===== config.mk =====
export PLATFORM = sky130hd
export DESIGN_NAME = reg_file_bank
export DESIGN_NICKNAME = d
export VERILOG_FILES = /design/src/rtl/reg_file_bank.sv
export SDC_FILE = /design/constraint.sdc
export NUM_CORES = 1
export LEC_CHECK = 0
export ABC_AREA = 1
export CORE_ASPECT_RATIO = 2
export CORE_MARGIN = 3
export CORE_UTILIZATION = 40
export DETAILED_ROUTE_END_ITERATION = 8
export GPL_TIMING_DRIVEN = 0
export PLACE_DENSITY = 0.55
export SETUP_SLACK_MARGIN = 0.4
export SLEW_MARGIN = 20
export SYNTH_ARGS = -nofsm -noshare
export SYNTH_HDL_FRONTEND = slang
export SYNTH_SLANG_ARGS = --single-unit

===== constraint.sdc =====
create_clock -name CLK -period 1.1 [get_ports CLK]
set_input_delay 0.22 -clock CLK [delete_from_list [all_inputs] [get_ports CLK]]
set_output_delay 0.22 -clock CLK [all_outputs]
set_load 0.01 [all_outputs]

===== src/rtl/reg_file_bank.sv =====
// reg_file_bank: byte register file with registered read port and REG0..REG3 export.
// Optional RF_RD_WR_SAME_CYCLE_EN: a colliding read returns the write data.
module reg_file_bank #(
  parameter int DATA_W = 8,
  parameter int ADDR_W = 4,
  parameter int DEPTH  = 16
) (
  input  logic              CLK,
  input  logic              RST_n,
  input  logic              WrEn,
  input  logic              RdEn,
  input  logic [ADDR_W-1:0] Address,
  input  logic [DATA_W-1:0] WrData,
  output logic [DATA_W-1:0] RdData,
  output logic              RdData_Valid,
  output logic [DATA_W-1:0] REG0,
  output logic [DATA_W-1:0] REG1,
  output logic [DATA_W-1:0] REG2,
  output logic [DATA_W-1:0] REG3
);

  localparam int IDX_W = (DEPTH > 1) ? $clog2(DEPTH) : 1;

  logic [DATA_W-1:0] regs [DEPTH];
  logic [IDX_W-1:0]  idx;
  logic              in_range;
  logic              rd_go;
  logic [DATA_W-1:0] rd_val;

  assign in_range = (32'(Address) < DEPTH);
  assign idx      = Address[IDX_W-1:0];

  // One flop bank per register so each carries its own reset value.
  for (genvar g = 0; g < DEPTH; g++) begin : g_reg
    localparam logic [DATA_W-1:0] RST_VAL =
      (g == 2) ? DATA_W'(8'h81) :
      (g == 3) ? DATA_W'(8'h20) : '0;

    always_ff @(posedge CLK or negedge RST_n) begin
      if (!RST_n) begin
        regs[g] <= RST_VAL;
      end else if (WrEn && in_range && (32'(idx) == g)) begin
        regs[g] <= WrData;
      end
    end
  end

`ifdef RF_RD_WR_SAME_CYCLE_EN
  assign rd_go = RdEn;

  always_comb begin
    rd_val = '0;
    if (in_range) begin
      rd_val = WrEn ? WrData : regs[idx];
    end
  end
`else
  // A colliding write wins; the read is dropped.
  assign rd_go = RdEn && !WrEn;

  always_comb begin
    rd_val = '0;
    if (in_range) begin
      rd_val = regs[idx];
    end
  end
`endif

  always_ff @(posedge CLK or negedge RST_n) begin
    if (!RST_n) begin
      RdData       <= '0;
      RdData_Valid <= 1'b0;
    end else begin
      RdData_Valid <= rd_go;
      if (rd_go) begin
        RdData <= rd_val;
      end
    end
  end

  assign REG0 = regs[0];
  assign REG1 = regs[1];
  assign REG2 = regs[2];
  assign REG3 = regs[3];

endmodule


==> qor.yml <==
timing:
  slew_violations: 0
  clock_skew_ps: 6.788
  fin_crit_ps: 1367
  finalCritPeriodShare_pct: 124.3
  hold_violations: 52
  setup_viol: 49
  max_freq_mhz: 731.3
  setup_slack_ps: -267.5
  hold_ws_ps: -305.6
  worst_pin_slew_ps: 723.4
  rsz0062_at_grt: "true"
  relSlewSlack_pct: 51.77
worst_setup_path:
  critPathCapture: "REG2[0]"
  ff2ff_setup_slack_ps: -210
  reg2reg_depth: 9
  max_stage_delay_ps: 540
  cp-start-kind: "flip-flop"
  r2r_start: "REG3[5]"
  reg2reg_to: "RdData[5]"
  path_cells: "buf_6, buf_6"
  critPathCaptureType: "output pin"
  critical_path_class: "reg -> out"
  cp.required_ps: 880
  crit_top_cell: "buf_6"
  path_max_fanout: 2
  slowest_stage: "dfstp_2"
  crit_start: "REG2[0]"
  cp.arrival_ps: 1150
cells_and_area:
  seqCellArea_mm2: 0.003437
  syn_to_final_growth_pct: 68.43
  fin_util_pct: 69.49
  fill_cells: 1237
  drive_gt1_share_pct: 52.80
  multi_input_area_mm2: 0.003835
  finish.net_count: 1058
  final_cell_count_no_fill: 1256
  diodes: 0
detailed_routing:
  firstDrtPassIters: 5
  dr_total_vias: 6742
  avgRoutedWirePerCell_um: 21.29
  drt_iter0_markers: 484
  drc: 0
  drtAntennaViolNets: 0
  viasPerCell: 5.368
  routed_wl_um: 26750
floorplanning:
  die_width_um: 96.90
  ios: 57
  placementRows: 65
  fp.dieH_um: 187.8
  core_area_mm2: 0.01602
  die_area_mm2: 0.01820
  initial_utilization_pct: 41.26
place:
  dpl_worst_slack_ps: -1184
  place.port_buffers: 55
  place.gp.congestion: 0.9634
  dp_hpwl_um: 16700
  dp_cells: 1105
clock_network:
  clock-sinks: 137
  htreeDepth: 4
  cts-buffers-inserted: 17
  clk_pin_slew_ps: 60
  clk_path_buf_depth: 2
  cts_root_buf: "clkbuf_16"
  insertion_delay_ps: 430
  cts_tree: "done"
synth:
  postSynthAreaPerCell_um2: 7.795
  syn_area_mm2: 0.006610
  synth_seq_cells: 137
  synth_nets: 864
  synth_warnings: 0
  yosysUniqueCellTypes: 20
  syn_inst: 848
  synth-seq-area-share_pct: 51.92
job:
  drv_cap: 0
global_routing:
  grt_pass1_vias: 6969
  antenna_found_initial: 0
  grt_max_degree: 85
  grt_pass1_wl_um: 39630
  grt_use_total_pct: 29.08
  grt.overflow.total: 0
pwr:
  ir_drop_uv: 1198
  p_leak_nw: 5.135
  power_mw: 18.67
  powerDensity_mw_per_mm2: 1677
outcome:
  outcome: "complete, but fails checks"
  violations: "negative hold slack, negative setup slack"
worst_hold_path:
  worstHoldPathType: "in -> async"
## state kept, by name, summed over array words and instances (netlist names)
| register | cells |
|---|---|
| regs | 96 |
| REG1 | 8 |
| RdData | 8 |
| REG3 | 8 |
| RdData_Valid | 1 |
| REG0 | 8 |
| REG2 | 8 |
## Yosys cell counts (all sizes together)
master,instances,share of area (%)
nor2,83,5.4
buf,61,6.7
nand2,350,20
inv,17,1.0
nor3,2,0.40
clkbuf,21,1.2
clkinv,1,0.057
dfstp,3,1.2
dfrtp,134,51
a21oi,48,3.6
nand3,40,3.0
nand4,8,0.76
o21ai,80,6.1
## critical path: cells and delay by family (launching register included)
kind / cells / cell delay (ps)
flip-flops: 1 / 540
buffers and inverters: 2 / 180
## routing by layer
layer  up-vias  track usage (%)  wire length [µm]
met1      3299            28.51              9135
li1       3079                -                 -
met4         0            25.53              2364
met5         -                0                 0
met3       115            5.287              1031
met2       249            51.28             14210
## logic make-up (layout without fill, tap and decap cells)
logic type	count (synthesis)	after routing	synth area share [%]
flops	137	137	51.92
simple gates	483	483	29.45
buf+inv	100	307	8.934
compound gates	128	128	9.691
## worst min path at each step
| stage | from | to | slack [ps] | cells past startpoint |
|---|---|---|---|---|
| 2_1_floorplan | RST_n | REG0[0] | -80 | 0 |
| 3_3_place_gp | regs[71] | regs[71] | 470 | 2 |
| 3_5_place_dp | RST_n | REG3[3] | 170 | 1 |
| 4_1_cts | RST_n | REG3[1] | -290 | 1 |
| 5_1_grt | RST_n | REG3[3] | -290 | 1 |
| 6_report | RST_n | REG3[3] | -310 | 1 |
## power breakdown
part           switching [mW]  internal, mW
combinational            2.80          3.13
sequential              0.939          6.14
clock                    2.45          3.22
total                    6.18          12.5
## through the flow
stage	setup TNS (ps)	instance area (µm²)
2_1_floorplan	-1807	6888
3_3_place_gp	-871760	7690
3_5_place_dp	-122810	7722
4_1_cts	-8206	10260
5_1_grt	-9613	11130
6_report	-7782	11130
## area by class of cell
type | count | share of cell area [%]
clock inverter | 14 | 1.247
buffer | 82 | 8.575
sequential | 137 | 30.87
timing repair buffer | 174 | 17.32
clock buffer | 18 | 3.945
inverter | 18 | 1.292
tap | 201 | 2.259
multi-input combinational | 611 | 34.45
timing repair inverter | 1 | 0.04495
## placed cells by master, fill, tap and decap left out, drive strengths merged
master       synthesis  routed
nand2              350     350
buf                 61     230
dfrtp              134     134
nor2                83      83
o21ai               80      80
a21oi               48      48
nand3               40      40
clkbuf              21      35
inv                 17      19
clkinvlp             0       9
dlygate4sd2          0       9
nand4                8       8
clkinv               1       4
dfstp                3       3
nor3                 2       2
bufinv               0       1
## timing repair
action | in CTS | in global routing
endpoints found under the hold margin | 52 | 52
gates resized for setup | 576 | 216
gates cloned | 17 | 0
buffers inserted | 89 | 13
endpoints found under the setup margin | 178 | 177
pin swaps | 45 | 45
Power figures use the tool's default switching activity.
